<file path="src/rtl/spike_pkg.sv">
// Shared types and helpers for the spike event logger.
package spike_pkg;

  // NN class word; zero means no spike on this sample.
  typedef enum logic [1:0] {
    CLS_NONE = 2'd0,
    CLS_1    = 2'd1,
    CLS_2    = 2'd2,
    CLS_3    = 2'd3
  } cls_e;

  // Refractory detector states.
  typedef enum logic {
    StIdle = 1'b0,
    StHold = 1'b1
  } state_e;

  // Event word width: {class[1:0], timestamp}.
  function automatic int unsigned evt_w(input int unsigned ts_width);
    return ts_width + 2;
  endfunction

endpackage

</file>
<file path="src/rtl/sync_fifo.sv">
// Synchronous FIFO with registered read data and extra-MSB pointers.
module sync_fifo #(
  parameter int unsigned WIDTH = 18,
  parameter int unsigned DEPTH = 16
) (
  input  logic                     clk,
  input  logic                     rst,
  input  logic                     push,
  input  logic                     pop,
  input  logic [WIDTH-1:0]         wdata,
  output logic [WIDTH-1:0]         rdata,
  output logic                     rvalid,
  output logic                     full,
  output logic                     empty,
  output logic [$clog2(DEPTH):0]   level
);

  localparam int unsigned AW = $clog2(DEPTH);

  logic [AW:0]      wr_ptr_q, rd_ptr_q;
  logic [WIDTH-1:0] mem_q [DEPTH];
  logic             do_push, do_pop;

  assign empty = (wr_ptr_q == rd_ptr_q);
  assign full  = (wr_ptr_q[AW] != rd_ptr_q[AW]) && (wr_ptr_q[AW-1:0] == rd_ptr_q[AW-1:0]);
  assign level = wr_ptr_q - rd_ptr_q;

  // A pop on an empty FIFO is ignored; a pop frees a slot for a push while full.
  assign do_pop  = pop & ~empty;
  assign do_push = push & (~full | do_pop);

  // Pointers, registered read data and the one-cycle read strobe.
  always_ff @(posedge clk or negedge rst) begin
    if (!rst) begin
      wr_ptr_q <= '0;
      rd_ptr_q <= '0;
      rdata    <= '0;
      rvalid   <= 1'b0;
    end else begin
      rvalid <= do_pop;
      if (do_push) wr_ptr_q <= wr_ptr_q + 1'b1;
      if (do_pop) begin
        rd_ptr_q <= rd_ptr_q + 1'b1;
        rdata    <= mem_q[rd_ptr_q[AW-1:0]];
      end
    end
  end

  // Storage array; contents are don't-care until written.
  always_ff @(posedge clk) begin
    if (do_push) mem_q[wr_ptr_q[AW-1:0]] <= wdata;
  end

endmodule

</file>
<file path="src/rtl/spike_event_logger.sv">
// Timestamps NN class samples, merges repeats with a refractory window and
// buffers the resulting spike events for a host reader.
module spike_event_logger
  import spike_pkg::*;
#(
  parameter int unsigned TS_WIDTH = 16,
  parameter int unsigned DEPTH    = 16,
  parameter int unsigned REFRACT  = 8
) (
  input  logic                        clk,
  input  logic                        rst,
  input  logic [1:0]                  nn_out,
  input  logic                        nn_valid,
  input  logic                        rd_en,
  input  logic                        clr_ovf,
  output logic [evt_w(TS_WIDTH)-1:0]  rd_data,
  output logic                        rd_valid,
  output logic                        empty,
  output logic                        full,
  output logic [$clog2(DEPTH):0]      level,
  output logic                        ovf,
  output logic [7:0]                  drop_cnt
);

  localparam int unsigned EVT_W = evt_w(TS_WIDTH);
  localparam int unsigned RW    = (REFRACT > 1) ? $clog2(REFRACT + 1) : 1;

  logic [TS_WIDTH-1:0] ts_q, ts_d;
  state_e              state_q, state_d;
  logic [RW-1:0]       rcnt_q, rcnt_d;
  cls_e                last_q, last_d;
  logic                ovf_q, ovf_d;
  logic [7:0]          drop_q, drop_d;
  logic                push, drop;
  cls_e                cls_in;

  assign cls_in = cls_e'(nn_out);

  // Detector next state: only valid samples advance the FSM or the window.
  always_comb begin
    state_d = state_q;
    rcnt_d  = rcnt_q;
    last_d  = last_q;
    push    = 1'b0;
    if (nn_valid) begin
      unique case (state_q)
        StIdle: begin
          if (cls_in != CLS_NONE) begin
            push   = 1'b1;
            last_d = cls_in;
            if (REFRACT > 0) begin
              rcnt_d  = RW'(REFRACT);
              state_d = StHold;
            end
          end
        end
        StHold: begin
          if (cls_in != CLS_NONE && cls_in != last_q) begin
            push   = 1'b1;
            last_d = cls_in;
            rcnt_d = RW'(REFRACT);
          end else begin
            rcnt_d = rcnt_q - RW'(1);
            if (rcnt_q == RW'(1)) state_d = StIdle;
          end
        end
        default: state_d = StIdle;
      endcase
    end
  end

  // Timestamp and drop accounting; a drop coinciding with a clear still counts.
  always_comb begin
    ts_d   = ts_q + TS_WIDTH'(nn_valid);
    drop   = push & full & ~rd_en;
    ovf_d  = ovf_q;
    drop_d = drop_q;
    if (drop) begin
      ovf_d  = 1'b1;
      drop_d = clr_ovf ? 8'd1 : ((drop_q == 8'hFF) ? 8'hFF : drop_q + 8'd1);
    end else if (clr_ovf) begin
      ovf_d  = 1'b0;
      drop_d = 8'd0;
    end
  end

  // State registers.
  always_ff @(posedge clk or negedge rst) begin
    if (!rst) begin
      ts_q    <= '0;
      state_q <= StIdle;
      rcnt_q  <= '0;
      last_q  <= CLS_NONE;
      ovf_q   <= 1'b0;
      drop_q  <= 8'd0;
    end else begin
      ts_q    <= ts_d;
      state_q <= state_d;
      rcnt_q  <= rcnt_d;
      last_q  <= last_d;
      ovf_q   <= ovf_d;
      drop_q  <= drop_d;
    end
  end

  assign ovf      = ovf_q;
  assign drop_cnt = drop_q;

  sync_fifo #(
    .WIDTH (EVT_W),
    .DEPTH (DEPTH)
  ) u_fifo (
    .clk    (clk),
    .rst    (rst),
    .push   (push),
    .pop    (rd_en),
    .wdata  ({nn_out, ts_q}),
    .rdata  (rd_data),
    .rvalid (rd_valid),
    .full   (full),
    .empty  (empty),
    .level  (level)
  );

endmodule

</file>
<file path="config.mk">
export PLATFORM = sky130hd
export DESIGN_NAME = spike_event_logger
export DESIGN_NICKNAME = d
export VERILOG_FILES = /design/src/rtl/spike_pkg.sv /design/src/rtl/sync_fifo.sv /design/src/rtl/spike_event_logger.sv
export SDC_FILE = /design/constraint.sdc
export NUM_CORES = 1
export LEC_CHECK = 0
export BUFFER_PORTS_ARGS = -buffer_cell sky130_fd_sc_hd__clkbuf_2
export CORE_MARGIN = 1.5
export CORE_UTILIZATION = 43
export CTS_BUF_LIST = sky130_fd_sc_hd__clkbuf_8
export DETAILED_ROUTE_END_ITERATION = 16
export PLACE_DENSITY = 0.61
export SYNTH_ARGS = -nofsm -noshare
export SYNTH_HDL_FRONTEND = slang
export SYNTH_HIERARCHICAL = 1
export SYNTH_SLANG_ARGS = --single-unit
export TNS_END_PERCENT = 100
</file>
<file path="constraint.sdc">
create_clock -name clk -period 8.5 [get_ports clk]
set_input_delay 2.55 -clock clk [delete_from_list [all_inputs] [get_ports clk]]
set_output_delay 2.55 -clock clk [all_outputs]
set_load 0.1 [all_outputs]
</file>
### Yosys cells after proc, flatten, opt, wreduce, memory -nomap -nowiden

Memories as Yosys holds them, arrays and structs flattened. A register that Yosys moved wholly into a read port is not among the register bits.
Index checks and enable logic that the tools add are counted.

* latch bits: 0
* input bits: 7
* output and inout bits: 35
* memories kept: 1
* bits in read-only memories: 0
* memory bits (writable): 288
* register bits after elaboration: 43

* shift-type cells: 0
* magnitude comparators: 0
* add/subtract/negate cells: 6
* reductions and logical operators: 7
* divide/modulo/power cells: 0
* bitwise operators: 9
* eq/ne operators: 8
* multipliers: 0
* mux-type cells: 21

Memory list
* u_fifo.mem_q: depth 16, width 18, read ports 1, clocked after Yosys merged registers in 1, wr ports 1, line sync_fifo.sv:21 `logic [WIDTH-1:0] mem_q [DEPTH];`

Operator list (number)
* 8-bit two-way mux: 4
* 16-bit by 1-bit adder with 16-bit output: 1
* 5-bit by 1-bit adder with 5-bit output, second input constant: 2
* 1-bit two-way mux: 9
* 8-bit by 1-bit adder with 8-bit output, second input constant: 1
* 8-bit equality test, second input constant: 1
* 4-bit two-way mux: 2
* 4-bit one-hot mux with 2 select lines: 1
* 5-bit equality test: 1
* 5-bit subtractor: 1
* 1-bit AND: 4
* 4-bit by 1-bit equality test with 1-bit output, second input constant: 1
* 4-bit equality test: 1
* 2-bit two-way mux: 2
* 1-bit NOT: 4
* 1-bit one-hot mux with 2 select lines: 2
* 2-bit one-hot mux with 2 select lines: 1
* 2-bit nonzero test: 2
* 4-bit by 1-bit subtractor with 4-bit output, second input constant: 1
* 3-bit AND reduction: 1
* 1-bit logical AND: 2
* 2-bit by 1-bit inequality test with 1-bit output, second input constant: 1
* 2-bit inequality test: 1
* 2-bit inequality test, second input constant: 1
* other kinds (4): 4

### Logic depth before layout (Yosys ltp)

Gate-level depths: netlist of run 1.

* word-level depth: 8
* gate-level depth with buffers: 11
* gate-level depth less buffers: 8

### By module

Netlist of run 1, hierarchy kept.

Modules (own cells, without submodules)
* sync_fifo: cells each 701, instances 1, sequential area each 9374.0 µm², area an instance 12523.3 µm²
* spike_event_logger: cells each 152, instances 1, sequential area each 800.8 µm², area an instance 1619.1 µm²

### Worst setup path after synthesis of run 1

No wires, ideal clock.

* path kind: reg2out
* start: register u_fifo.rd_ptr_q[1]
* end: output level[3]
* buffers on the path: 3
* arrival: 3092 ps
* data required time: 5950 ps
* setup slack: 2858 ps
* stages on the path, launching flop included: 9
* cell sequence: dfrtp_1 -> buf_4 -> buf_4 -> buf_2 -> inv_1 -> ha_1 -> a21o_1 -> a21oi_1 -> xnor2_1

* longest elaborated chain between the ends: 1

RTL lines
* start, declared: line sync_fifo.sv:20 `logic [AW:0] wr_ptr_q, rd_ptr_q;`
* start signal, assigned: line sync_fifo.sv:43 `rd_ptr_q <= rd_ptr_q + 1'b1;`
* 5-bit subtractor: line sync_fifo.sv:26 `assign level = wr_ptr_q - rd_ptr_q;`
* end, declared: line spike_event_logger.sv:20 `output logic [$clog2(DEPTH):0] level,`

Every way passes these cells.

### Worst setup path in the final report of run 1

* start: register u_fifo.rd_ptr_q[1]
* end: output level[4]

Same word-level chain as after synthesis.

==> summary.md, run 1 <==
| Metric | Value |
|---|---|
| Average size of a mapped cell | 16.6 um2 |
| CP Capture Type | primary output |
| Register area | 10,200 um2 |
| ANT cells | 0 |
| # Max-Cap Violations | 0 |
| RSZ-0062 raised after global routing | false |
| P_leak | 5.62 nW |
| Crit path DAT | 3.05 ns |
| Status | finished clean |
| Gr ovfl total | 0 |
| Min Tclk post-route | 5.60 ns |
| Distinct cells, synth | 56 |
| Setup ws final | 2.90 ns |
| Hold endpoint | ovf |
| Peak supply drop | 0.000727 V |
| Hold_buf cts | 0 |
| Pwr/cell area | 366 nW/um2 |
| H-tree Lvls | 2 |
| Clock slew at reported path FFs | 0.05 ns |
| Final wirelength | 32,900 um |
| Post-synth top flop | edfxtp_1 |
| Finished Cell Area | 15,700 um2 |
| CTS tree | yes |
| Worst Tran Pin Value | 1.12 ns |
| Share of cells above drive strength 1 | 0.180 |
| Setup Viol. Count Final | 0 |
| CP max stage delay | 0.83 ns |
| Crit path max fanout | 41 |
| Area Overhead vs Synth | 11.3% |
| Number of DRC markers in iteration 0 | 701 |
| Fin. max-slew vios | 0 |
| Multi-input gate area | 3640 um2 |
| CTS resizes | 0 |
| CORE AREA | 32,500 um2 |
| Placement Cell Area | 14,700 um2 |
| Worst Hold Class | reg -> reg |
| Pin count of the biggest net entering global routing | 74 |
| Max Clock Freq | 179 MHz |
| Clock Sinks | 349 |
| Finished Layout Cells | 1,404 |
| GRT Util Overall | 0.201 |
| DRC | 0 |
| Critical Path, Cell by Cell | inv_1, fa_1, a21o_1, a21oi_1, xnor2_1, clkbuf_2 |
| Register-to-Register Path Depth | 6 |
| # rows | 66 |
| # nets final | 937 |
| Die area | 34,000 um2 |
| Crit-path slowest cell | dfrtp_4 |
| Vias | 7,764 |
| Initial antenna violation count | 1 |
| Worst Path Class, Setup | reg -> out |
| FF-to-FF Start | u_fifo/rd_ptr_q[1] |
| Number of global-route vias before repair | 7,801 |
| Fill cells | 2,746 |
| Num CTS Buffers | 57 |
| Wire per inst | 23.4 um |
| TritonRoute pass-1 iters | 5 |
| Antenna viol nets, final | 0 |
| Register area share after synthesis | 0.719 |
| Asr flop ratio synth | 0.175 |
| Post-CTS setup buffers | 0 |
| Crit path launch type | register |
| Net Count, Synth | 875 |
| First-pass GRT wire length | 49,400 um |
| Initial core utilization | 0.436 |
| PortBufs | 41 |
| Max Root-Sink Buffers | 3 |
| FF+latch count, synth | 349 |
| Mapped Area | 14,100 um2 |
| Vias/cell | 5.53 |
| Setup slack after placement | 2.30 ns |
| Critical path origin | u_fifo/rd_ptr_q[1] |
| Die H | 184 um |
| Clk_skew | 0.0191 ns |
| Final worst-path cycle share | 0.659 |
| Detail Placement HPWL | 19,900 um |
| Final GP Congestion | 0.815 |
| Worst-Skew Late Latency | 0.58 ns |
| Post-synth EDFFs | 288 |
| Fin Setup TNS | 0 ns |
| Cell count after synthesis | 853 |
| Root Buffer | clkbuf_8 |
| Horiz. Die Dim | 184 um |
| Rel. slew slack | 0.256 |
| Placed Instances | 1,298 |
| Synth warn | 6 |
| Min-delay src | ovf |
| Final Hold Viols | 0 |
| IO Pins | 42 |
| Reg2Reg Capture Point | u_fifo/mem_q[10][8] |
| Worst EP required | 5.95 ns |
| Hold Crit Depth | 2 |
| R2r setup slk | 4.81 ns |
==> cell families (layout without fill, tap and decap cells) <==
| logic type | Yosys count | in the layout | synth area share |
|---|---|---|---|
| DFF | 349 | 349 | 0.719 |
| and+or+nand+nor | 167 | 167 | 0.0673 |
| AOI/OAI and AO/OA | 126 | 126 | 0.0631 |
| muxes | 110 | 110 | 0.0955 |
| buffers and inverters | 58 | 167 | 0.0235 |
| xor gates and xnor gates | 28 | 28 | 0.0173 |
| adders and majority gates | 15 | 15 | 0.0138 |
==> sequential cells by signal (all words and copies together) (netlist names) <==
name and count:
drop_cnt 8, last_q 2, ovf 1, rcnt_q 4, state_q 1, ts_q 16
u_fifo/mem_q 288, u_fifo/rd_ptr_q 5, u_fifo/rdata 18, u_fifo/rvalid 1, u_fifo/wr_ptr_q 5
==> synth_stat cells, drive strengths merged, types with 2 or more instances <==
library cell / n / share of area
mux2: 19 / 0.015
a31oi: 23 / 0.010
buf: 33 / 0.017
a21o: 2 / 0.0011
nand2b: 2 / 0.00088
dfrtp: 61 / 0.11
edfxtp: 288 / 0.61
ha: 14 / 0.012
mux4: 18 / 0.029
nor3: 5 / 0.0018
and2b: 2 / 0.0012
nor2: 46 / 0.012
a311oi: 5 / 0.0031
clkbuf: 10 / 0.0027
and2: 17 / 0.0075
nand3b: 2 / 0.0016
nand4: 8 / 0.0035
nand2: 12 / 0.0037
nor3b: 3 / 0.0016
or3: 18 / 0.0080
xor2: 10 / 0.0062
xnor2: 18 / 0.011
a211oi: 20 / 0.011
and4: 2 / 0.0012
nor2b: 21 / 0.0093
o21ai: 7 / 0.0025
a21oi: 6 / 0.0021
mux2i: 73 / 0.052
nand3: 12 / 0.0046
and3: 11 / 0.0051
o22ai: 55 / 0.029
inv: 15 / 0.0040
o31a: 2 / 0.0012
==> cell usage in the layout (no fill, tap or decap), drive strengths merged, types with 3 or more instances in the layout <==
cell type,count
edfxtp,288
clkbuf,100
mux2i,73
dfrtp,61
o22ai,55
inv,49
nor2,46
a31oi,23
nor2b,21
a211oi,20
mux2,19
xnor2,18
mux4,18
or3,18
and2,17
ha,14
nand3,12
nand2,12
and3,11
xor2,10
clkinv,9
nand4,8
o21ai,7
a21oi,6
buf,6
nor3,5
a311oi,5
nor3b,3
==> per-layer routing <==
metal	vias up	track usage	part of all wire
met4	0	0.0554	0.020
met2	261	0.305	0.46
li1	3475	-	-
met5	-	0	0
met1	3984	0.294	0.45
met3	44	0.0427	0.070
==> critical path: cells and delay by family, from the launching register on <==
kind | cells | cell delay [ns]
xor+xnor | 1 | 0.14
buf+inv | 2 | 0.68
fa+ha+maj | 1 | 0.47
flops | 1 | 0.83
compound gates | 2 | 0.35
==> where the power goes <==
group / switching (mW) / internal (mW)
logic: 1.45 / 0.556
clock network: 0.623 / 0.710
registers: 0.308 / 2.11
total: 2.38 / 3.38
==> final cells by class <==
cell class / count / share of cell area
Clock inverter: 46 / 0.0151
Clock buffer: 60 / 0.0525
Sequential cell: 349 / 0.647
Inverter: 15 / 0.00358
Multi-Input combinational cell: 446 / 0.231
Tap cell: 442 / 0.0351
Timing Repair Buffer: 46 / 0.0154
==> stage by stage <==
stage                util  hold WS, ns  power [mW]
floorplan               -        0.498        3.92
global placement    0.452        0.533        4.45
detailed placement  0.452        0.531        4.47
CTS                 0.485        0.545        5.81
global route        0.485        0.561        6.01
finish              0.485        0.535        5.76
==> how the worst max path moves through the flow <==
stage	end	slack (ns)	cells after the start
2_1_floorplan	level[3]	2.86	8
3_3_place_gp	u_fifo/mem_q[10][0]	2.35	7
3_5_place_dp	u_fifo/mem_q[8][7]	2.30	7
4_1_cts	level[4]	2.80	6
5_1_grt	u_fifo/mem_q[8][8]	2.63	7
6_report	level[4]	2.90	6
Power figures use the tool's default switching activity.
==> run 2, diff against run 1 <==
--- a/config.mk
+++ b/config.mk
@@ -10,7 +10,7 @@
 export CORE_UTILIZATION = 43
 export CTS_BUF_LIST = sky130_fd_sc_hd__clkbuf_8
 export DETAILED_ROUTE_END_ITERATION = 16
-export PLACE_DENSITY = 0.61
+export PLACE_DENSITY = 0.63
 export SYNTH_ARGS = -nofsm -noshare
 export SYNTH_HDL_FRONTEND = slang
 export SYNTH_HIERARCHICAL = 1
==> constraint.sdc (replaced) <==
create_clock -name clk -period 4.95 [get_ports clk]
set_input_delay 1.485 -clock clk [delete_from_list [all_inputs] [get_ports clk]]
set_output_delay 1.485 -clock clk [all_outputs]
set_load 0.1 [all_outputs]
==> run 2 against run 1 <==
  * Die area unchanged
  * Via count is 0.13% higher
  * Sequential share of layout area fell by 0.28 points
  * Critical path depth up 1
  * Wire length is 1.4% lower
  * First-iteration DRC count grew 10%
  * Design area rose by 0.44%
  * Global-route usage shrank 0.52 points
  * Combinational power increased by 80%
  * Sequential power rose by 66%
  * Worst hold slack better by 0.010 ns
  * Critical endpoint unchanged
  * Largest power group unchanged
  * Highest routed layer unchanged
==> summary.md, run 2 (synthesis results as in run 1) <==
| Metric | Value |
|---|---|
| Power Total | 9.74 mW (+69%) |
| Min-delay src | ovf |
| Rel. slew slack | 0.235 (-0.0209) |
| Clock Sinks | 349 (unchanged) |
| RSZ-0062 raised after global routing | false |
| ANT cells | 0 (unchanged) |
| First-pass GRT wire length | 48,600 um (-1.6%) |
| CTS resizes | 0 (unchanged) |
| Gr ovfl total | 0 (unchanged) |
| CORE AREA | 32,500 um2 (unchanged) |
| Worst Tran Pin Value | 1.15 ns (+0.0314 ns) |
| Register-to-Register Path Depth | 6 (unchanged) |
| Num CTS Buffers | 54 (-5.3%) |
| Commonest non-fill, non-tap cell in the layout | edfxtp_1 |
| Die area | 34,000 um2 (unchanged) |
| Die H | 184 um (unchanged) |
| Final Hold Viols | 0 (unchanged) |
| Max Root-Sink Buffers | 3 (unchanged) |
| Fin Setup TNS | 0 ns (unchanged) |
| Pin count of the biggest net entering global routing | 75 (+1.4%) |
| Horiz. Die Dim | 184 um (unchanged) |
| Final wirelength | 32,400 um (-1.4%) |
| Detail Placement HPWL | 19,700 um (-0.74%) |
| Final worst-path cycle share | 0.858 |
| Status | finished clean |
| TritonRoute pass-1 iters | 5 (unchanged) |
| Min Tclk post-route | 4.25 ns |
| Setup Viol. Count Final | 0 (unchanged) |
| Root Buffer | clkbuf_8 |
| Worst Path Class, Setup | reg -> out |
| Antenna viol nets, final | 0 (unchanged) |
| Finished Layout Cells | 1,419 (+1.1%) |
| Crit path launch type | register |
| Vias/cell | 5.48 (-0.93%) |
| Wire per inst | 22.9 um (-2.5%) |
| R2r setup slk | 1.87 ns (-2.94 ns) |
| Initial core utilization | 0.436 (unchanged) |
| FF-to-FF Start | u_fifo/rd_ptr_q[1] |
| Placement Cell Area | 14,800 um2 (+1.1%) |
| Hold Crit Depth | 2 (unchanged) |
| DRC | 0 (unchanged) |
| Initial antenna violation count | 0 (-1) |
| Worst-Skew Late Latency | 0.58 ns (about the same) |
| IO Pins | 42 (unchanged) |
| P_leak | 5.69 nW (+1.1%) |
| Worst Hold Class | reg -> reg |
| PortBufs | 41 (unchanged) |
| Placed Instances | 1,320 (+1.7%) |
| Finished Cell Area | 15,800 um2 (+0.44%) |
| Crit path max fanout | 14 (-66%) |
| Worst EP required | 3.46 ns (-2.49 ns) |
| # nets final | 956 (+2.0%) |
| H-tree Lvls | 2 (unchanged) |
| Fin. max-slew vios | 0 (unchanged) |
| Peak supply drop | 0.00145 V (+100%) |
| Vias | 7,774 (+0.13%) |
| Final GP Congestion | 0.815 (about the same) |
| Post-CTS setup buffers | 0 (unchanged) |
| # rows | 66 (unchanged) |
| # Max-Cap Violations | 0 (unchanged) |
| Number of global-route vias before repair | 7,727 (-0.95%) |
| Number of DRC markers in iteration 0 | 771 (+10%) |
| CP Capture Type | primary output |
| Share of cells above drive strength 1 | 0.193 (+0.0136) |
| Clock slew at reported path FFs | 0.06 ns (about the same) |
| GRT Util Overall | 0.196 (-0.00518) |
| Area Overhead vs Synth | 11.8% |
| Reg2Reg Capture Point | u_fifo/rdata[10] |
| Hold_buf cts | 0 (unchanged) |
| Max Clock Freq | 235 MHz |
| Pwr/cell area | 616 nW/um2 (+69%) |
| Most frequent cells in the layout | edfxtp_1 (288), mux2i_1 (73), clkbuf_8 (59), dfrtp_1 (59), inv_1 (47) |
| Max reg flops | 288 (unchanged) |
| Hold endpoint | ovf |
| CTS tree | yes |
| Crit path DAT | 2.76 ns (-0.29 ns) |
| Clk_skew | 0.0219 ns (+0.00278 ns) |
## run 2: worst max path at each step
stage          slack, ns  cells after the start               start                   to
6_report            0.70                      7  u_fifo/rd_ptr_q[0]             level[4]
5_1_grt             0.55                      7  u_fifo/rd_ptr_q[0]             level[4]
4_1_cts             0.63                      7  u_fifo/rd_ptr_q[0]             level[4]
3_5_place_dp        0.69                      9           nn_out[1]  u_fifo/mem_q[8][10]
3_3_place_gp        0.76                      9           nn_out[1]  u_fifo/mem_q[8][10]
2_1_floorplan       0.37                      8  u_fifo/rd_ptr_q[1]             level[3]
## run 2: critical path: stages, from the launching register on
cell,delay (ns)
dfrtp_4,0.58
ha_1,0.20
inv_1,0.06
fa_1,0.39
a21o_1,0.19
a21oi_1,0.17
xnor2_1,0.14
clkbuf_2,0.47
## run 2: report_power, final
group          total [mW]  switching (mW)  internal [mW]
logic                3.60            2.61          0.985
registers            4.02           0.391           3.62
clock network        2.13            1.04           1.09
total                9.74            4.05           5.70
## run 2: area by class of cell
type,count,area (um2)
fillers,2706,16600
repair buffers,68,408
clock buffers,59,812
clock inverters,40,155
well taps,442,553
multi-input cells,446,3640
inverters,15,56.3
flip-flops and latches,349,10200
## run 2: through the flow
step	util	worst slack (ns)	hold WS, ns
2_1_floorplan	-	0.373	0.498
3_3_place_gp	0.457	0.759	0.522
3_5_place_dp	0.457	0.688	0.534
4_1_cts	0.487	0.627	0.553
5_1_grt	0.487	0.549	0.568
6_report	0.487	0.702	0.545
## run 2: metal layers
layer,track usage,routed length [um],up-vias
li1,-,-,3498
met1,0.282,14400,3926
met2,0.300,14900,300
met3,0.0458,2490,50
met4,0.0531,631,0
met5,0,0,-
